### src/rtl/key_expansion.sv
// AES-128 key expansion: iterative, one round key per clock edge.
// FSM IDLE -> EXPAND (10 edges) -> DONE; out holds all 11 round keys, RK0 in the top slot.
// Optional build macro KEY_EXPANSION_CLEAR_EN: the capture edge also zeroes RK1..RK10.
module key_expansion (
  input  logic            clk,
  input  logic            rst,
  input  logic [127:0]    key,
  input  logic            start,
  output logic [1407:0]   out,
  output logic            finish
);

  typedef enum logic [1:0] {StIdle, StExpand, StDone} state_e;

  // FIPS-197 forward S-box; entry 0 sits in the most significant byte.
  localparam logic [2047:0] SboxTbl = {
    128'h637c777bf26b6fc53001672bfed7ab76,
    128'hca82c97dfa5947f0add4a2af9ca472c0,
    128'hb7fd9326363ff7cc34a5e5f171d83115,
    128'h04c723c31896059a071280e2eb27b275,
    128'h09832c1a1b6e5aa0523bd6b329e32f84,
    128'h53d100ed20fcb15b6acbbe394a4c58cf,
    128'hd0efaafb434d338545f9027f503c9fa8,
    128'h51a3408f929d38f5bcb6da2110fff3d2,
    128'hcd0c13ec5f974417c4a77e3d645d1973,
    128'h60814fdc222a908846eeb814de5e0bdb,
    128'he0323a0a4906245cc2d3ac629195e479,
    128'he7c8376d8dd54ea96c56f4ea657aae08,
    128'hba78252e1ca6b4c6e8dd741f4bbd8b8a,
    128'h703eb5664803f60e613557b986c11d9e,
    128'he1f8981169d98e949b1e87e9ce5528df,
    128'h8ca1890dbfe6426841992d0fb054bb16
  };

  // Entry a lives at byte index 255-a, i.e. ~a for an 8-bit a.
  function automatic logic [7:0] sbox(input logic [7:0] a);
    return SboxTbl[{~a, 3'b000} +: 8];
  endfunction

  state_e          state_q, state_d;
  logic [3:0]      counter_q, counter_d;
  logic [7:0]      rcon_q, rcon_d;
  logic [1407:0]   out_q, out_d;
  logic            finish_q, finish_d;
  logic            start_prev_q, start_prev_d;

  logic            capture;
  logic [127:0]    prev_rk, next_rk;
  logic [31:0]     w0, w1, w2, w3, rot, sub, n0, n1, n2, n3;

  // Level start in IDLE; only a rising start edge restarts from DONE.
  assign capture = ((state_q == StIdle) && start) ||
                   ((state_q == StDone) && start && !start_prev_q);

  // Round function: previous round key selected by counter, next key from FIPS-197 word rule.
  always_comb begin
    prev_rk = '0;
    for (int i = 0; i < 10; i++) begin
      if (counter_q == 4'(i + 1)) prev_rk = out_q[1407 - 128*i -: 128];
    end
    {w0, w1, w2, w3} = prev_rk;
    rot = {w3[23:0], w3[31:24]};
    sub = {sbox(rot[31:24]), sbox(rot[23:16]), sbox(rot[15:8]), sbox(rot[7:0])};
    n0 = w0 ^ sub ^ {rcon_q, 24'h0};
    n1 = w1 ^ n0;
    n2 = w2 ^ n1;
    n3 = w3 ^ n2;
    next_rk = {n0, n1, n2, n3};
  end

  // State and datapath registers.
  always_ff @(posedge clk or posedge rst) begin
    if (rst) begin
      state_q      <= StIdle;
      counter_q    <= 4'd0;
      rcon_q       <= 8'h01;
      out_q        <= '0;
      finish_q     <= 1'b0;
      start_prev_q <= 1'b0;
    end else begin
      state_q      <= state_d;
      counter_q    <= counter_d;
      rcon_q       <= rcon_d;
      out_q        <= out_d;
      finish_q     <= finish_d;
      start_prev_q <= start_prev_d;
    end
  end

  // Next-state logic.
  always_comb begin
    state_d = state_q;
    case (state_q)
      StIdle:   if (capture) state_d = StExpand;
      StExpand: if (counter_q == 4'd10) state_d = StDone;
      StDone:   if (capture) state_d = StExpand;
      default:  state_d = StIdle;
    endcase
  end

  // Datapath / registered-output next values.
  always_comb begin
    counter_d    = counter_q;
    rcon_d       = rcon_q;
    out_d        = out_q;
    finish_d     = finish_q;
    start_prev_d = start;
    if (capture) begin
      out_d[1407:1280] = key;
`ifdef KEY_EXPANSION_CLEAR_EN
      out_d[1279:0]    = '0;
`else
      out_d[1279:0]    = out_q[1279:0];
`endif
      rcon_d    = 8'h01;
      counter_d = 4'd1;
      finish_d  = 1'b0;
    end else if (state_q == StExpand) begin
      for (int i = 1; i <= 10; i++) begin
        if (counter_q == 4'(i)) out_d[1407 - 128*i -: 128] = next_rk;
      end
      rcon_d    = {rcon_q[6:0], 1'b0} ^ (rcon_q[7] ? 8'h1b : 8'h00);
      counter_d = counter_q + 4'd1;
      if (counter_q == 4'd10) finish_d = 1'b1;
    end
  end

  assign out    = out_q;
  assign finish = finish_q;

endmodule

### config.mk
export PLATFORM = sky130hd
export DESIGN_NAME = key_expansion
export DESIGN_NICKNAME = d
export VERILOG_FILES = /design/src/rtl/key_expansion.sv
export SDC_FILE = /design/constraint.sdc
export NUM_CORES = 2
export LEC_CHECK = 0
export CAP_MARGIN = 0
export CORE_AREA = 8 8 590 592
export CTS_CLUSTER_DIAMETER = 40
export DETAILED_ROUTE_END_ITERATION = 12
export DIE_AREA = 0 0 598 600
export PLACE_DENSITY = 0.45
export REMOVE_ABC_BUFFERS = 1
export SLEW_MARGIN = 0
export SYNTH_ARGS = -nofsm -noshare
export SYNTH_HDL_FRONTEND = slang
export SYNTH_SLANG_ARGS = --single-unit
### constraint.sdc
create_clock -name clk -period 58.2 [get_ports clk]
set_clock_uncertainty 0.05 [all_clocks]
set_input_delay 14.55 -clock clk [delete_from_list [all_inputs] [get_ports clk]]
set_output_delay 14.55 -clock clk [all_outputs]
set_load 0.02 [all_outputs]
* Word level (Yosys, flattened, before mapping)
Cells that the tools add are included.
** Word-level totals
- Flip-flop bits (word level) :: 1424
- Input port bits :: 131
- Output and inout port bits :: 1409
- Logic and storage cells :: 88
** Cells by class
- Add/subtract/negate cells :: 1
- Equal/unequal tests :: 14
- Shift operators :: 4
- Muxes and demuxes :: 21
- Bitwise operators :: 11
- Reduce and logical (&&, ||, !) cells :: 21
** Operator list (number)
- variable part select 2048 x 12 -> 8 bit, first input constant :: 4
- 2-to-1 mux 128 bit :: 10
- XOR 32 bit :: 5
- NOT 8 bit :: 4
- AND reduction 3 bit :: 10
- == test 4 x 3 -> 1 bit, second input constant :: 4
- 2-to-1 mux 8 bit :: 2
- == test 4 bit, second input constant :: 3
- == test 4 x 2 -> 1 bit, second input constant :: 2
- 2-to-1 mux 4 bit :: 2
- XOR 8 x 5 -> 8 bit :: 1
- 2-to-1 mux 5 bit :: 1
- adder 4 x 1 -> 4 bit, second input constant :: 1
- == test 4 x 1 -> 1 bit, second input constant :: 1
- 2-to-1 mux 2 bit :: 2
- case mux 2 bit (2 select lines) :: 1
- AND reduction 2 bit :: 2
- nonzero test 2 bit :: 2
- logical AND 1 bit :: 3
- 2-to-1 mux 1 bit :: 3
- == test 2 x 1 -> 1 bit, second input constant :: 1
- == test 2 bit, second input constant :: 1
- logical NOT 2 bit :: 1
- inequality test 2 x 1 -> 1 bit, second input constant :: 1
- other kinds (5) :: 5

* Logic depth before layout (Yosys ltp)
- Depth after elaboration :: 18
- Mapped depth :: 27
- Mapped depth without buffers :: 20

* Worst setup path before layout
No wires, ideal clock.
- Path type :: input-to-reg
- Start point :: input start
- End point :: register out_q[1285], in the netlist out[1285]
- Library setup time :: 125 ps
- Data arrival time :: 16093 ps
- Setup slack :: 41932 ps
- Stages :: 5
- Path buffers :: 2
- Path through :: inv_1 -> a211oi_1 -> clkbuf_1 -> clkbuf_1 -> mux2_2
** On the way
- Cells in the longest elaborated chain, start to end :: 3
- Elaborated cells between the ends (all ways) :: 4
- Those cells by class :: reduce/logical (4)
** Ends and longest elaborated chain
- start, declared :: line 8 : input logic start,
- logical AND 1 bit (2 in a row) :: line 53 : ((state_q == StDone) && start && !start_prev_q);
- logical OR 1 bit * :: line 52 : assign capture = ((state_q == StIdle) && start) ||
- end signal, assigned :: line 84 : out_q <= out_d;
- end, declared :: line 43 : logic [1407:0] out_q, out_d;
Mark *: on every way between the ends. The rest lies on a longest branch, timed or not.
A chain may end at the register's enable or synchronous reset.

==> metrics.csv <==
metric;value;unit
whs;425;ps
gp_congestion;0.948;
grt_max_degree;134;
final_nets;10552;
cp_num_buf_inv;9;
period_share;35.0;%
drtIter0Drc;8891;
routedWlPerCell;37.0;um
cts-resized-gates;0;
syn-instance-count;9067;
gr-total-overflow;0;
drc;0;
layout-drive-gt1-share;11.5;%
clock_latency;910;ps
outcome;completed;
place_area;98700;sq um
grt_pass1_wl;748000;um
cts_buffers;307;
cp_slowest_stage_delay;840;ps
cap_violations;0;
antenna_left;0;
async_flop_share;100;%
cts_htree_levels;5;
yosys.area.top_type;dfrtp_1;
initial_utilization;23.1;%
post-dp-hpwl;412000;um
cp_max_fo;109;
root_buffer;clkbuf_16;
tritoncts;done;
final_area;110000;sq um
slowest_stage;buf_4;
viasPerCell;5.53;
cts_sinks;1424;
fill_cells;35242;
report.final.slew_viol_count;0;
relSlewSlack;17.2;%
tightest_slew;1240;ps
mostFrequentLayoutCells;1,701 x nand2_1, 1,647 x o21ai_0, 1,539 x clkdlybuf4s50_1;
synth_top_area_share;45.5;%
critPathKind;input port to asynchronous set/reset pin;
crit_family;buffers and inverters;
num_io_pins;1540;
synth_seq_area_share;45.6;%
holdBufCountCts;0;
io_buffers;1539;
synth-edff-count;0;
routed_wirelength;562000;um
finalHoldViolations;0;
fin_crit;20380;ps
rsz0062_at_grt;no;
die_area;359000;sq um
ys_types;126;
path_cells;clkdlybuf4s50_1 -> inv_8 -> buf_4 -> buf_4 -> buf_4 -> buf_4 -> buf_4 -> buf_4 -> buf_4;
num_rows;214;
fin_tns_setup;0;ps
max_freq;49.1;MHz
track_usage;29.7;%
synth_area;78200;sq um
area_delta_synth_final;40.3;%
cpMostUsedCell;buf_4;
via_count;83788;
core;338000;sq um
antenna_found_initial;37;
yosysWarnings;0;
post_cts_buffers;0;
clockBufferDepth;4;
synth_area_leaders;dfrtp_1 46%, o21ai_0 11%, nand2_1 8.2%;
cp_data_required_time;59030;ps
die_h;600;um
hp-class;register to register;
grt_pass1_vias;80327;
multiInputGateArea;39100;sq um
crit_path_start_kind;input port;
synth-main-ff-cell;dfrtp_1;
synth.avg_cell_area;8.63;sq um
critPathCaptureType;asynchronous set/reset pin;
dieWidth;598;um
path_clk_slew;50;ps
setup_viol;0;
first_pass_iters;7;
cp.arrival;21210;ps
seq_area;35600;sq um
synth_seq_cells;1424;
final_common_cell;nand2_1;
[area by class of cell]
cell class | instances | share of cell area (%)
Tap cell | 4536 | 5.17
Antenna cell | 16 | 0.0365
Inverter | 61 | 0.217
Timing Repair Buffer | 1884 | 16.5
Clock inverter | 160 | 2.12
Sequential cell | 1424 | 32.5
Clock buffer | 397 | 7.85
Multi-Input combinational cell | 6682 | 35.7
[cells in the mapped netlist (29+ instances only)]
cell type	count
ha_1	61
a22oi_1	136
xnor2_1	118
buf_4	77
a21oi_1	484
xor2_1	63
o22ai_1	69
o31ai_1	40
buf_1	38
nand3_1	116
nor2b_1	29
a221oi_1	129
a31oi_1	78
o21ai_1	97
nand3b_1	31
nor4_1	31
nand2_1	1716
inv_1	50
buf_2	221
a311oi_1	70
o311ai_0	42
mux2_2	132
nor2_1	413
nand4_1	31
nor3_1	116
nand2b_1	36
o221ai_1	38
a221o_1	62
o21ai_0	1648
o211ai_1	191
clkbuf_1	552
dfrtp_1	1423
mux2i_1	65
a211oi_1	132
[registers in the layout, indices dropped and copies added (netlist names)]
name and count:
out 1408, rcon_q 8, counter_q 4, state_q 2
finish 1, start_prev_q 1
[logic make-up after synthesis]
logic type	after synthesis	share of synthesized area [%]
compound gates	3542	28.1
xor+xnor	201	2.46
fa+ha+maj	61	0.976
buf+inv	961	5.44
flops	1424	45.6
mux	203	2.89
simple gates	2675	14.5
[routing by layer]
| layer | track usage (%) | up-vias | wire (um) |
|---|---|---|---|
| met1 | 37.4 | 42939 | 227000 |
| met3 | 7.98 | 884 | 48100 |
| met5 | 0 | - | 56 |
| met4 | 15.2 | 8 | 34500 |
| li1 | - | 35633 | - |
| met2 | 46.8 | 4324 | 252000 |
[worst register-to-register path: stages, from the launching register on]
cell and delay, ps:
dfrtp_1 480, inv_1 210, ha_4 430, buf_4 430, buf_4 560, or3b_1 620, o311ai_2 400, a32o_1 310
nor2_2 50, buf_4 230, inv_2 520, ha_1 790, inv_1 190, nor3_1 860, o32ai_1 160, a211oi_1 390
a211oi_1 150, nor4_1 430, a31oi_1 340, xor2_2 310, buf_4 270, xor2_2 210, buf_4 240, xnor2_1 990
o21ai_1 190
[metrics by stage]
step	setup WS (ps)	util, %	cells
finish	37820	32.4	15160
global route	37120	32.4	15145
global placement	36880	29.2	14586
CTS	37720	32.4	15143
detailed placement	36760	29.2	14586
floorplan	3440	-	8167
[worst paths after layout]
path                         startpoint   endpoint  slack [ps]  cells after the start
max                                 rst   out[429]       37820                      9
min                             out[15]    out[15]         420                      2
max reg2reg                counter_q[0]   out[914]       48230                     24
min reg2reg                     out[15]    out[15]         420                      2
max in group clk                  start  out[1355]       41140                      7
min in group asynchronous           rst  out[1373]       14210                      2
Power is not shown: default switching activity piles up to over one toggle a cycle in this logic, so the estimate is an artifact.
